## src/rtl/uart_pkg.sv

```systemverilog
// Shared types and constants for the UART receive controller.
package uart_pkg;

  typedef enum logic [1:0] {
    OFF = 2'd0,
    ARM = 2'd1,
    RUN = 2'd2
  } ctrl_state_t;

  // Consecutive high ticks required before a receive may start.
  localparam int unsigned IDLE_TICKS = 16;
  localparam int unsigned IDLE_CNT_W = $clog2(IDLE_TICKS + 1);

  // FIFO pointer width: one extra MSB separates full from empty.
  function automatic int unsigned fifo_ptr_w(input int unsigned depth);
    return $clog2(depth) + 1;
  endfunction

endpackage

```

## src/rtl/uart_rx_ctrl_if.sv

```systemverilog
// Configuration, serial pin and bus-side read/status signals of the receiver.
interface uart_rx_ctrl_if #(
  parameter int unsigned DIV_W = 16,
  parameter int unsigned CNT_W = 5
);

  logic             rx_in;
  logic             cfg_en;
  logic [DIV_W-1:0] cfg_div;
  logic             rd_en;
  logic             fifo_clr;
  logic             clr_err;
  logic [7:0]       rd_data;
  logic             rd_valid;
  logic [CNT_W-1:0] fifo_count;
  logic             overrun;
  logic             frame_err;
  logic             busy;

  modport master (
    output rx_in, cfg_en, cfg_div, rd_en, fifo_clr, clr_err,
    input  rd_data, rd_valid, fifo_count, overrun, frame_err, busy
  );

  modport slave (
    input  rx_in, cfg_en, cfg_div, rd_en, fifo_clr, clr_err,
    output rd_data, rd_valid, fifo_count, overrun, frame_err, busy
  );

endinterface

```

## src/rtl/uart_rx.sv

```systemverilog
// 16x oversampling UART receive engine: start, DBIT data bits LSB first, stop.
module uart_rx #(
  parameter int unsigned DBIT    = 8,
  parameter int unsigned SB_TICK = 16
) (
  input  logic            clk,
  input  logic            reset,
  input  logic            rx,
  input  logic            s_tick,
  output logic            rx_done_tick,
  output logic            smpl_tick,
  output logic            rx_idle,
  output logic [DBIT-1:0] dout
);

  localparam int unsigned NW = (DBIT > 1) ? $clog2(DBIT) : 1;

  typedef enum logic [1:0] {E_IDLE, E_START, E_DATA, E_STOP} eng_state_t;

  eng_state_t      r_state, w_state_nxt;
  logic [3:0]      r_s, w_s_nxt;
  logic [NW-1:0]   r_n, w_n_nxt;
  logic [DBIT-1:0] r_b, w_b_nxt;
  logic            r_rx_q;

  // State and datapath registers; previous rx level for falling-edge start detect.
  always_ff @(posedge clk or posedge reset) begin
    if (reset) begin
      r_state <= E_IDLE;
      r_s     <= '0;
      r_n     <= '0;
      r_b     <= '0;
      r_rx_q  <= 1'b1;
    end else begin
      r_state <= w_state_nxt;
      r_s     <= w_s_nxt;
      r_n     <= w_n_nxt;
      r_b     <= w_b_nxt;
      r_rx_q  <= rx;
    end
  end

  // Frame sequencing; a start needs a falling edge so a low stop bit cannot retrigger.
  always_comb begin
    w_state_nxt  = r_state;
    w_s_nxt      = r_s;
    w_n_nxt      = r_n;
    w_b_nxt      = r_b;
    rx_done_tick = 1'b0;
    smpl_tick    = 1'b0;
    unique case (r_state)
      E_IDLE: begin
        if (r_rx_q && !rx) begin
          w_state_nxt = E_START;
          w_s_nxt     = '0;
        end
      end
      E_START: begin
        if (s_tick) begin
          if (r_s == 4'd7) begin
            w_s_nxt = '0;
            w_n_nxt = '0;
            w_state_nxt = rx ? E_IDLE : E_DATA;
          end else begin
            w_s_nxt = r_s + 4'd1;
          end
        end
      end
      E_DATA: begin
        if (s_tick) begin
          if (r_s == 4'd15) begin
            w_s_nxt   = '0;
            smpl_tick = 1'b1;
            w_b_nxt   = {rx, r_b[DBIT-1:1]};
            if (r_n == NW'(DBIT - 1)) w_state_nxt = E_STOP;
            else                      w_n_nxt     = r_n + NW'(1);
          end else begin
            w_s_nxt = r_s + 4'd1;
          end
        end
      end
      E_STOP: begin
        if (s_tick) begin
          if (r_s == 4'(SB_TICK - 1)) begin
            rx_done_tick = 1'b1;
            w_state_nxt  = E_IDLE;
          end else begin
            w_s_nxt = r_s + 4'd1;
          end
        end
      end
      default: w_state_nxt = E_IDLE;
    endcase
  end

  assign rx_idle = (r_state == E_IDLE);
  assign dout    = r_b;

endmodule

```

## src/rtl/uart_rx_ctrl.sv

```systemverilog
// UART receive controller: baud tick, pin sync, enable/arm sequencing, stop check, RX FIFO.
module uart_rx_ctrl
  import uart_pkg::*;
#(
  parameter int unsigned DIV_W      = 16,
  parameter int unsigned FIFO_DEPTH = 16,
  parameter int unsigned DBIT       = 8
) (
  input logic           clk,
  input logic           reset_n,
  uart_rx_ctrl_if.slave bus
);

  localparam int unsigned PW = fifo_ptr_w(FIFO_DEPTH);
  localparam int unsigned AW = PW - 1;
  localparam int unsigned DW = 8;

  logic [1:0]            r_sync;
  logic                  w_rx_s;
  logic [DIV_W-1:0]      r_tcnt;
  logic                  w_s_tick;
  ctrl_state_t           r_state, w_state_nxt;
  logic [IDLE_CNT_W-1:0] r_idle_cnt, w_idle_cnt_nxt;
  logic                  r_eng_rst;
  logic                  w_rx_done, w_eng_idle;
  logic [DBIT-1:0]       w_dout;
  logic [DW-1:0]         w_din, w_head_nxt;
  logic [DW-1:0]         r_mem [FIFO_DEPTH];
  logic [PW-1:0]         r_wr_ptr, r_rd_ptr, w_wr_ptr_nxt, w_rd_ptr_nxt, w_count_nxt;
  logic [PW-1:0]         r_count;
  logic                  w_full, w_empty, w_push_req, w_push, w_pop;
  logic                  w_ovr_set, w_ferr_set;
  logic [DW-1:0]         r_rd_data;
  logic                  r_rd_valid, r_overrun, r_frame_err, r_busy;

  // Two-flop synchroniser on the serial pin, idles high.
  always_ff @(posedge clk or negedge reset_n) begin
    if (!reset_n) r_sync <= 2'b11;
    else          r_sync <= {r_sync[0], bus.rx_in};
  end
  assign w_rx_s = r_sync[1];

  // Oversampling tick: period cfg_div+1 clocks, held clear while disabled.
  assign w_s_tick = (r_state != OFF) && (r_tcnt == bus.cfg_div);
  always_ff @(posedge clk or negedge reset_n) begin
    if (!reset_n)                        r_tcnt <= '0;
    else if (r_state == OFF || w_s_tick) r_tcnt <= '0;
    else                                 r_tcnt <= r_tcnt + DIV_W'(1);
  end

  // Controller state, idle counter and glitch-free engine reset.
  always_ff @(posedge clk or negedge reset_n) begin
    if (!reset_n) begin
      r_state    <= OFF;
      r_idle_cnt <= '0;
      r_eng_rst  <= 1'b1;
    end else begin
      r_state    <= w_state_nxt;
      r_idle_cnt <= w_idle_cnt_nxt;
      r_eng_rst  <= (w_state_nxt != RUN);
    end
  end

  // Next state: arm on a full idle-line period so capture never starts mid-frame.
  always_comb begin
    w_state_nxt    = r_state;
    w_idle_cnt_nxt = '0;
    unique case (r_state)
      OFF: if (bus.cfg_en) w_state_nxt = ARM;
      ARM: begin
        w_idle_cnt_nxt = r_idle_cnt;
        if (!w_rx_s) begin
          w_idle_cnt_nxt = '0;
        end else if (w_s_tick) begin
          if (r_idle_cnt == IDLE_CNT_W'(IDLE_TICKS - 1)) begin
            w_state_nxt    = RUN;
            w_idle_cnt_nxt = '0;
          end else begin
            w_idle_cnt_nxt = r_idle_cnt + IDLE_CNT_W'(1);
          end
        end
      end
      RUN:     w_state_nxt = RUN;
      default: w_state_nxt = OFF;
    endcase
    if (!bus.cfg_en) w_state_nxt = OFF;
  end

  uart_rx #(
    .DBIT    (DBIT),
    .SB_TICK (16)
  ) u_rx (
    .clk          (clk),
    .reset        (r_eng_rst),
    .rx           (w_rx_s),
    .s_tick       (w_s_tick),
    .rx_done_tick (w_rx_done),
    .smpl_tick    (),
    .rx_idle      (w_eng_idle),
    .dout         (w_dout)
  );

  // FIFO control: stop-bit check, full/empty arbitration, flush priority, next head.
  always_comb begin
    w_din        = DW'(w_dout);
    w_full       = (r_wr_ptr[AW] != r_rd_ptr[AW]) && (r_wr_ptr[AW-1:0] == r_rd_ptr[AW-1:0]);
    w_empty      = (r_wr_ptr == r_rd_ptr);
    w_push_req   = w_rx_done && w_rx_s;
    w_pop        = bus.rd_en && !w_empty && !bus.fifo_clr;
    w_push       = w_push_req && (!w_full || w_pop) && !bus.fifo_clr;
    w_ovr_set    = w_push_req && w_full && !w_pop && !bus.fifo_clr;
    w_ferr_set   = w_rx_done && !w_rx_s;
    w_wr_ptr_nxt = r_wr_ptr;
    w_rd_ptr_nxt = r_rd_ptr;
    if (bus.fifo_clr) begin
      w_wr_ptr_nxt = '0;
      w_rd_ptr_nxt = '0;
    end else begin
      if (w_push) w_wr_ptr_nxt = r_wr_ptr + PW'(1);
      if (w_pop)  w_rd_ptr_nxt = r_rd_ptr + PW'(1);
    end
    w_count_nxt = w_wr_ptr_nxt - w_rd_ptr_nxt;
    if (w_push && (r_wr_ptr[AW-1:0] == w_rd_ptr_nxt[AW-1:0])) w_head_nxt = w_din;
    else                                                        w_head_nxt = r_mem[w_rd_ptr_nxt[AW-1:0]];
  end

  // FIFO storage, written only on an accepted push.
  always_ff @(posedge clk) begin
    if (w_push) r_mem[r_wr_ptr[AW-1:0]] <= w_din;
  end

  // Pointers, registered head/count/valid, sticky flags (set beats clear), busy.
  always_ff @(posedge clk or negedge reset_n) begin
    if (!reset_n) begin
      r_wr_ptr    <= '0;
      r_rd_ptr    <= '0;
      r_count     <= '0;
      r_rd_valid  <= 1'b0;
      r_rd_data   <= '0;
      r_overrun   <= 1'b0;
      r_frame_err <= 1'b0;
      r_busy      <= 1'b0;
    end else begin
      r_wr_ptr    <= w_wr_ptr_nxt;
      r_rd_ptr    <= w_rd_ptr_nxt;
      r_count     <= w_count_nxt;
      r_rd_valid  <= (w_count_nxt != '0);
      if (w_count_nxt != '0) r_rd_data <= w_head_nxt;
      r_overrun   <= w_ovr_set  || (r_overrun   && !bus.clr_err);
      r_frame_err <= w_ferr_set || (r_frame_err && !bus.clr_err);
      r_busy      <= (r_state == RUN) && !w_eng_idle;
    end
  end

  assign bus.rd_data    = r_rd_data;
  assign bus.rd_valid   = r_rd_valid;
  assign bus.fifo_count = r_count;
  assign bus.overrun    = r_overrun;
  assign bus.frame_err  = r_frame_err;
  assign bus.busy       = r_busy;

endmodule

```

## src/flat_wrapper.sv

```systemverilog
// flat-port wrapper written by rule: the top's interface ports become plain ports
module uart_rx_ctrl_flat import uart_pkg::*;
#(
  parameter int unsigned DIV_W      = 16,
  parameter int unsigned FIFO_DEPTH = 16,
  parameter int unsigned DBIT       = 8
)
  (clk, reset_n, bus_rx_in, bus_cfg_en, bus_cfg_div, bus_rd_en, bus_fifo_clr, bus_clr_err, bus_rd_data, bus_rd_valid, bus_fifo_count, bus_overrun, bus_frame_err, bus_busy);
  uart_rx_ctrl_if #(.DIV_W(DIV_W)) bus_i ();
  input logic clk;
  input logic reset_n;
  input wire logic [$bits(bus_i.rx_in)-1:0] bus_rx_in;
  input wire logic [$bits(bus_i.cfg_en)-1:0] bus_cfg_en;
  input wire logic [$bits(bus_i.cfg_div)-1:0] bus_cfg_div;
  input wire logic [$bits(bus_i.rd_en)-1:0] bus_rd_en;
  input wire logic [$bits(bus_i.fifo_clr)-1:0] bus_fifo_clr;
  input wire logic [$bits(bus_i.clr_err)-1:0] bus_clr_err;
  output wire logic [$bits(bus_i.rd_data)-1:0] bus_rd_data;
  output wire logic [$bits(bus_i.rd_valid)-1:0] bus_rd_valid;
  output wire logic [$bits(bus_i.fifo_count)-1:0] bus_fifo_count;
  output wire logic [$bits(bus_i.overrun)-1:0] bus_overrun;
  output wire logic [$bits(bus_i.frame_err)-1:0] bus_frame_err;
  output wire logic [$bits(bus_i.busy)-1:0] bus_busy;
  assign bus_i.rx_in = bus_rx_in;
  assign bus_i.cfg_en = bus_cfg_en;
  assign bus_i.cfg_div = bus_cfg_div;
  assign bus_i.rd_en = bus_rd_en;
  assign bus_i.fifo_clr = bus_fifo_clr;
  assign bus_i.clr_err = bus_clr_err;
  assign bus_rd_data = bus_i.rd_data;
  assign bus_rd_valid = bus_i.rd_valid;
  assign bus_fifo_count = bus_i.fifo_count;
  assign bus_overrun = bus_i.overrun;
  assign bus_frame_err = bus_i.frame_err;
  assign bus_busy = bus_i.busy;
  uart_rx_ctrl #(.DIV_W(DIV_W), .FIFO_DEPTH(FIFO_DEPTH), .DBIT(DBIT)) u_core (.clk(clk), .reset_n(reset_n), .bus(bus_i));
endmodule
```

## config.mk

```make
export PLATFORM = sky130hd
export DESIGN_NAME = uart_rx_ctrl_flat
export DESIGN_NICKNAME = d
export VERILOG_FILES = /design/src/rtl/uart_pkg.sv /design/src/rtl/uart_rx_ctrl_if.sv /design/src/rtl/uart_rx.sv /design/src/rtl/uart_rx_ctrl.sv /design/src/flat_wrapper.sv
export SDC_FILE = /design/constraint.sdc
export NUM_CORES = 1
export LEC_CHECK = 0
export ABC_AREA = 1
export BUFFER_PORTS_ARGS = -buffer_cell sky130_fd_sc_hd__buf_2
export CORE_ASPECT_RATIO = 1.4
export CORE_MARGIN = 3
export CORE_UTILIZATION = 50
export CTS_CLUSTER_DIAMETER = 60
export CTS_CLUSTER_SIZE = 28
export DETAILED_ROUTE_END_ITERATION = 12
export HOLD_SLACK_MARGIN = 0.15
export PLACE_DENSITY = 0.67
export SYNTH_ARGS = -nofsm -noshare
export SYNTH_HDL_FRONTEND = slang
export SYNTH_SLANG_ARGS = --single-unit
```

## constraint.sdc

```tcl
create_clock -name clk -period 1.6 [get_ports clk]
set_input_delay 0.24 -clock clk [delete_from_list [all_inputs] [get_ports clk]]
set_output_delay 0.24 -clock clk [all_outputs]
set_load 0.02 [all_outputs]
```

== After elaboration in Yosys (flattened, before gate mapping) ==
Memories as Yosys holds them, arrays and structs flattened. A register that Yosys moved wholly into a read port is not among the register bits.
Cells that the tools add are included.
Operators by class
  add/sub/neg operators: 7
  equal/unequal tests: 25
  mux-type cells: 43
  reduce and logical (&&, ||, !) cells: 36
Operators by type and width (count)
  $mux W5: 8
  $mux W4: 7
  $mux W2: 13
  $add A16 B1 Y16 const B: 1
  $eq A16 B16 Y1: 1
  $mux W16: 1
  $ne A2 B2 Y1 const B: 8
  $pmux W4 S4: 1
  $add A5 B1 Y5 const B: 3
  $logic_and A1 B1 Y1: 15
  $mux W3: 5
  $logic_not A1 Y1: 8
  $pmux W2 S4: 1
  $reduce_and A8 Y1: 1
  $eq A2 B2 Y1 const B: 3
  $ne A2 B1 Y1 const B: 3
  $pmux W2 S3: 1
  $pmux W3 S2: 1
  $reduce_and A6 Y1: 1
  $eq A5 B4 Y1 const B: 1
  $eq A5 B5 Y1: 1
  $mux W1: 5
  $reduce_and A5 Y1: 1
  $reduce_bool A5 Y1: 1
  other kinds (14): 20
Word-level totals
  flip-flop bits (word level): 63
  RAM bits: 128
  input bits: 23
  output and inout bits: 17
  word-level logic and storage cells: 129
  memories: 1
Memory list
  u_core.r_mem: words 16, bits a word 8, read ports 1, clocked after Yosys merged registers in 1, write ports 1, line uart_rx_ctrl.sv:28  | logic [DW-1:0] r_mem [FIFO_DEPTH];

== Longest topological paths before layout ==
  word-level depth: 11
  mapped depth: 23

== Modules after synthesis ==
From an unflattened synthesis, not the netlist that was laid out.
Unflattened totals
  cells, all modules: 995
  area total of the unflattened synthesis: 9740.6 um^2
Modules (own cells, without submodules)
  uart_rx_ctrl: instances 1, cells each 880, area an instance 8795.9 um^2, sequential area each 5173.7 um^2
  uart_rx: instances 1, cells each 115, area an instance 944.7 um^2, sequential area each 451.7 um^2

== Least setup slack after synthesis ==
No wires, ideal clock.
  path kind: reg2reg
  from: register u_core.r_tcnt[9]
  to: register u_core.r_rd_data[0] (netlist: u_core.bus.rd_data[0]), read port of u_core.r_mem
  setup time: 117 ps
  data arrival time: 3329 ps
  data required time: 1483 ps
  slack: -1846 ps
  stages on the path, launching flop included: 20
  buffers on the path: 0
  period minus slack after synthesis: 3446 ps
  cell sequence: dfrtp_1 xor2_1 nor2_1 nand2_1 nor2_1 nand2_1 nor2_1 nand4_1 nor2_1 nand2_1 o21ai_0 a21oi_1 ha_1 a21oi_1 o21ai_0 xor2_1 nor4_2 nand3_4 nand2_1 nand2_1
On the way
  word-level cells in the longest chain between the ends: 11
Ends and longest elaborated chain
  start: declaration: line uart_rx_ctrl.sv:20  | logic [DIV_W-1:0] r_tcnt;
  start signal: assignment: line uart_rx_ctrl.sv:48  | else r_tcnt <= r_tcnt + DIV_W'(1);
  $eq A16 B16 Y1: line uart_rx_ctrl.sv:44  | assign w_s_tick = (r_state != OFF) && (r_tcnt == bus.cfg_div);
  $logic_and A1 B1 Y1: line uart_rx_ctrl.sv:44
  $mux W1: line uart_rx.sv:83  | if (s_tick) begin
  $mux W1: line uart_rx.sv:51  | unique case (r_state)
  $logic_and A1 B1 Y1: line uart_rx_ctrl.sv:108  | w_push_req = w_rx_done && w_rx_s;
  $logic_and A1 B1 Y1 (2 in series): line uart_rx_ctrl.sv:110  | w_push = w_push_req && (!w_full || w_pop) && !bus.fifo_clr;
  $mux W5: line uart_rx_ctrl.sv:119  | if (w_push) w_wr_ptr_nxt = r_wr_ptr + PW'(1);
  $mux W5: line uart_rx_ctrl.sv:115  | if (bus.fifo_clr) begin
  via u_core.w_wr_ptr_nxt[2]: line uart_rx_ctrl.sv:29  | logic [PW-1:0] r_wr_ptr, r_rd_ptr, w_wr_ptr_nxt, w_rd_ptr_nxt, w_count_nxt;
  $sub A5 B5 Y5: line uart_rx_ctrl.sv:122  | w_count_nxt = w_wr_ptr_nxt - w_rd_ptr_nxt;
  via u_core.w_count_nxt[3]: line uart_rx_ctrl.sv:29
  $reduce_bool A5 Y1: line uart_rx_ctrl.sv:148  | if (w_count_nxt != '0) r_rd_data <= w_head_nxt;
  end: declaration: line uart_rx_ctrl.sv:33  | logic [DW-1:0] r_rd_data;
The timed path passes the listed nets, and every way through them passes these cells.
A chain may end at the register's enable or synchronous reset.

== Worst setup path in the final report ==
  from: register u_core.r_tcnt[2]
  to: register u_core.r_rd_data[6] (netlist: u_core.bus.rd_data[6]), read port of u_core.r_mem
The elaborated chain is that of the path after synthesis.

==> flow_results.xml <==
<?xml version="1.0" encoding="UTF-8"?>
<metrics>
  <group name="run_status">
    <metric name="outcome" unit="">complete, but fails checks</metric>
    <metric name="failed_checks" unit="">setup timing</metric>
  </group>
  <group name="synthesis">
    <metric name="synthArstFlopShare" unit="">0.3568</metric>
    <metric name="synth.distinct_cells" unit="">43</metric>
    <metric name="synth-seq-area-share" unit="">0.5822</metric>
    <metric name="yosys_register_bits" unit="">199</metric>
    <metric name="synth_nets" unit="">1037</metric>
    <metric name="post_synth.cell_area_avg" unit="um^2">9.673</metric>
    <metric name="postSynth.topFlopCell" unit="">sky130_fd_sc_hd__edfxtp_1</metric>
    <metric name="synth_enable_flop_cells" unit="">128</metric>
    <metric name="post_synth_instance_area" unit="um^2">9663</metric>
    <metric name="yosysWarningCount" unit="">0</metric>
    <metric name="netlist_instances" unit="">999</metric>
  </group>
  <group name="layout">
    <metric name="area_growth" unit="%">35.76</metric>
    <metric name="num-nets-final" unit="">1249</metric>
    <metric name="share_of_final_layout_standard_cells_stronger_than_drive_strength_1" unit="">0.3325</metric>
    <metric name="antenna-diode-count" unit="">0</metric>
    <metric name="mostFrequentLayoutCells" unit="">155 x sky130_fd_sc_hd__nand2_1, 155 x sky130_fd_sc_hd__nand3_1, 149 x sky130_fd_sc_hd__inv_1</metric>
    <metric name="final_core_utilization" unit="">0.6997</metric>
  </group>
  <group name="floorplanning">
    <metric name="design.die.area" unit="um^2">21050</metric>
    <metric name="die-width" unit="um">123.5</metric>
    <metric name="floorplan.initialDensity" unit="">0.5153</metric>
    <metric name="die_y" unit="um">170.5</metric>
    <metric name="ios" unit="">40</metric>
    <metric name="cell_row_count" unit="">59</metric>
    <metric name="core" unit="um^2">18750</metric>
  </group>
  <group name="sta">
    <metric name="min_period_over_period" unit="">2.220</metric>
    <metric name="timing.fmax" unit="GHz">0.2815</metric>
    <metric name="grt_setup_unrepaired" unit="">yes</metric>
    <metric name="timing.final.setup_violations" unit="">182</metric>
    <metric name="fin_worst_hold_slack" unit="ps">212.2</metric>
    <metric name="worst_pin_slew" unit="ps">706.4</metric>
    <metric name="fin_worst_skew" unit="ps">13.88</metric>
    <metric name="final_hold_viol_count" unit="">0</metric>
    <metric name="setup_slack" unit="ps">-1952</metric>
    <metric name="slew_viol_final" unit="">0</metric>
    <metric name="worst_slew_margin_rel" unit="">0.5291</metric>
    <metric name="timing.final.crit_period" unit="ps">3552</metric>
  </group>
  <group name="flow_run">
    <metric name="cap_violations" unit="">0</metric>
  </group>
  <group name="power">
    <metric name="power.leakage" unit="nW">5.941</metric>
    <metric name="power-per-cell-area" unit="nW/um^2">1016</metric>
    <metric name="worst_ir_drop_vdd" unit="mV">0.7002</metric>
  </group>
  <group name="setup_path">
    <metric name="worstSetupPathType" unit="">reg -&gt; reg</metric>
    <metric name="critPathArrivalTime" unit="ps">3930</metric>
    <metric name="worst_setup_path_start_kind" unit="">register</metric>
    <metric name="timing.critical_path.fanout_max" unit="">8</metric>
    <metric name="timing.critical_path.to_type" unit="">register</metric>
    <metric name="worstPathRequired" unit="ps">1980</metric>
  </group>
  <group name="clocking">
    <metric name="ctsRootBufferMaster" unit="">sky130_fd_sc_hd__clkbuf_16</metric>
    <metric name="clock_insertion_delay_worst_skew" unit="ps">440</metric>
    <metric name="htreeDepth" unit="">4</metric>
    <metric name="tritoncts_clock_tree" unit="">done</metric>
    <metric name="cts_clock_pin_slew_for_the_worst_setup_and_hold_paths" unit="ps">80</metric>
    <metric name="tritoncts_num_sinks" unit="">199</metric>
    <metric name="cts_max_path_buffers" unit="">2</metric>
    <metric name="cts_buffers" unit="">17</metric>
  </group>
  <group name="drt">
    <metric name="drt_iter0_markers" unit="">579</metric>
    <metric name="routed_wl" unit="um">25650</metric>
    <metric name="route.vias.total" unit="">7848</metric>
    <metric name="drt.antenna.violating_nets" unit="">0</metric>
    <metric name="drt_pre_antenna_iters" unit="">5</metric>
    <metric name="via_per_inst" unit="">5.346</metric>
    <metric name="wire_per_inst" unit="um">17.47</metric>
    <metric name="drc_errors" unit="">0</metric>
  </group>
  <group name="place">
    <metric name="dp_hpwl" unit="um">16150</metric>
    <metric name="dpl_worst_slack" unit="ps">-1798</metric>
    <metric name="portBuffers" unit="">39</metric>
    <metric name="place.gp.congestion" unit="">0.8454</metric>
  </group>
  <group name="grt">
    <metric name="groute.usage.overall" unit="">0.2440</metric>
    <metric name="grt_first_pass_wirelength" unit="um">39360</metric>
    <metric name="number_of_global_route_vias_before_repair" unit="">7745</metric>
    <metric name="pin_count_of_the_biggest_net_entering_global_routing" unit="">65</metric>
    <metric name="grt_antenna_before_repair" unit="">0</metric>
    <metric name="grt_remaining_overflow" unit="">0</metric>
  </group>
  <group name="worst_hold_path">
    <metric name="hold_path.class" unit="">in -&gt; reg</metric>
  </group>
</metrics>
[synthesized netlist by cell type, types with 2 or more instances]
library cell | number | area [um^2]
sky130_fd_sc_hd__nor2_1 | 62 | 232.7
sky130_fd_sc_hd__clkbuf_1 | 2 | 7.510
sky130_fd_sc_hd__o21ai_1 | 2 | 10.01
sky130_fd_sc_hd__clkinv_1 | 4 | 15.01
sky130_fd_sc_hd__nand3_2 | 2 | 20.02
sky130_fd_sc_hd__dfstp_2 | 4 | 105.1
sky130_fd_sc_hd__nand2_1 | 186 | 698.2
sky130_fd_sc_hd__nor2_2 | 3 | 18.77
sky130_fd_sc_hd__nand3_4 | 4 | 70.07
sky130_fd_sc_hd__a211oi_1 | 2 | 15.01
sky130_fd_sc_hd__xor2_1 | 23 | 201.4
sky130_fd_sc_hd__nand2_2 | 7 | 43.79
sky130_fd_sc_hd__buf_4 | 7 | 52.55
sky130_fd_sc_hd__xnor2_1 | 3 | 26.28
sky130_fd_sc_hd__dfrtp_1 | 67 | 1677
sky130_fd_sc_hd__nand4_1 | 22 | 137.6
sky130_fd_sc_hd__edfxtp_1 | 128 | 3844
sky130_fd_sc_hd__mux2_2 | 5 | 56.30
sky130_fd_sc_hd__inv_1 | 160 | 600.6
sky130_fd_sc_hd__nand3b_1 | 32 | 240.2
sky130_fd_sc_hd__xor2_2 | 2 | 32.53
sky130_fd_sc_hd__buf_2 | 22 | 110.1
sky130_fd_sc_hd__nor3b_1 | 8 | 60.06
sky130_fd_sc_hd__nand3_1 | 161 | 805.8
sky130_fd_sc_hd__a21oi_1 | 14 | 70.07
sky130_fd_sc_hd__o21ai_0 | 23 | 115.1
sky130_fd_sc_hd__ha_1 | 14 | 175.2
sky130_fd_sc_hd__o21a_1 | 3 | 22.52
sky130_fd_sc_hd__nor3_1 | 7 | 35.03
sky130_fd_sc_hd__inv_2 | 7 | 26.28
[worst paths after layout]
path,from,end,slack [ps],depth (start not counted)
max in group asynchronous,reset_n,u_core.r_sync[1]$_DFF_PN1_,970,3
worst min-delay path,bus_fifo_clr,u_core.bus.overrun$_DFF_PN0_,210,3
worst min register to register,u_core.r_eng_rst$_DFF_PN1_,u_core.u_rx.r_n[0]$_DFFE_PP0P_,270,2
min in group asynchronous,u_core.r_eng_rst$_DFF_PN1_,u_core.u_rx.r_n[0]$_DFFE_PP0P_,270,2
worst max-delay path,u_core.r_tcnt[2]$_DFF_PN0_,u_core.bus.rd_data[6]$_DFFE_PN0P_,-1950,21
worst max register to register,u_core.r_tcnt[2]$_DFF_PN0_,u_core.bus.rd_data[6]$_DFFE_PN0P_,-1950,21
[report_power, final]
group / switching, mW / internal (mW)
Clock: 2.09 / 2.38
Combinational: 1.89 / 1.31
Sequential: 0.0812 / 5.57
Total: 4.06 / 9.26
[critical path: stages, from the launching register on]
cell	delay (ps)
sky130_fd_sc_hd__dfrtp_1	440
sky130_fd_sc_hd__xor2_1	160
sky130_fd_sc_hd__nor2_1	100
sky130_fd_sc_hd__nand2_1	90
sky130_fd_sc_hd__nor2_2	140
sky130_fd_sc_hd__nand2_2	80
sky130_fd_sc_hd__nor2_2	130
sky130_fd_sc_hd__nand4_1	210
sky130_fd_sc_hd__nor2_2	200
sky130_fd_sc_hd__buf_6	130
sky130_fd_sc_hd__nand2_4	50
sky130_fd_sc_hd__o21ai_2	150
sky130_fd_sc_hd__a21oi_2	70
sky130_fd_sc_hd__ha_4	270
sky130_fd_sc_hd__a21oi_2	230
sky130_fd_sc_hd__o21ai_2	130
sky130_fd_sc_hd__xor2_2	220
sky130_fd_sc_hd__nor4_4	140
sky130_fd_sc_hd__buf_4	190
sky130_fd_sc_hd__buf_6	130
sky130_fd_sc_hd__nand4_1	130
sky130_fd_sc_hd__nand2_2	100
[repair_timing]
item / in CTS / in global routing
setup endpoints to repair: 192 / 193
hold buffers: 4 / 0
pin swaps: 18 / 63
gates resized for setup: 66 / 120
setup buffers: 16 / 23
endpoints found under the hold margin: 59 / 0
cloned: 1 / 3
[flip-flops by register name, summed over array words and instances, names as in the netlist, 2 cells and up, named ones only]
signal	cells
u_core.u_rx.dout	8
u_core.r_rd_ptr	5
u_core.r_tcnt	16
u_core.r_state	2
u_core.u_rx.r_n	3
u_core.bus.fifo_count	5
u_core.r_sync	2
u_core.r_mem	128
u_core.u_rx.r_s	4
u_core.bus.rd_data	8
u_core.r_wr_ptr	5
u_core.r_idle_cnt	5
[per-layer routing]
metal | wire length (um) | vias to the layer above | GRT usage
met5 | 0 | - | 0
met4 | 1269 | 0 | 0.1181
met3 | 1169 | 73 | 0.04422
met2 | 13590 | 251 | 0.4273
met1 | 9619 | 3783 | 0.2860
li1 | - | 3741 | -
[area by class of cell]
cell class | instances | area (um^2)
Inverter | 171 | 653.1
Clock inverter | 15 | 191.4
Multi-Input combinational cell | 600 | 3904
Fill cell | 1336 | 5632
Tap cell | 244 | 305.3
Clock buffer | 17 | 425.4
Sequential cell | 199 | 5625
Timing Repair Buffer | 222 | 2014
[cell families after synthesis]
group | Yosys count | share of synthesized area
AND/OR/NAND/NOR | 500 | 0.2515
buffers and inverters | 203 | 0.08520
flip-flops | 199 | 0.5822
AO/OA/AOI/OAI | 49 | 0.02823
XOR/XNOR | 28 | 0.02693
adder cells (fa/ha/maj) | 15 | 0.02020
multiplexers | 5 | 0.005826
[per-stage QoR]
stage | power, mW | cells | instance area (um^2) | setup TNS, ps
after CTS | 13.05 | 1455 | 12500 | -144970
after global placement | 8.370 | 1405 | 11520 | -127570
final | 13.32 | 1468 | 13120 | -148120
after floorplan | 7.471 | 999 | 9807 | -90420
after detailed placement | 8.413 | 1405 | 11520 | -137940
after global routing | 13.90 | 1468 | 13120 | -173180
No activity file was read; power rests on OpenSTA's default activity.
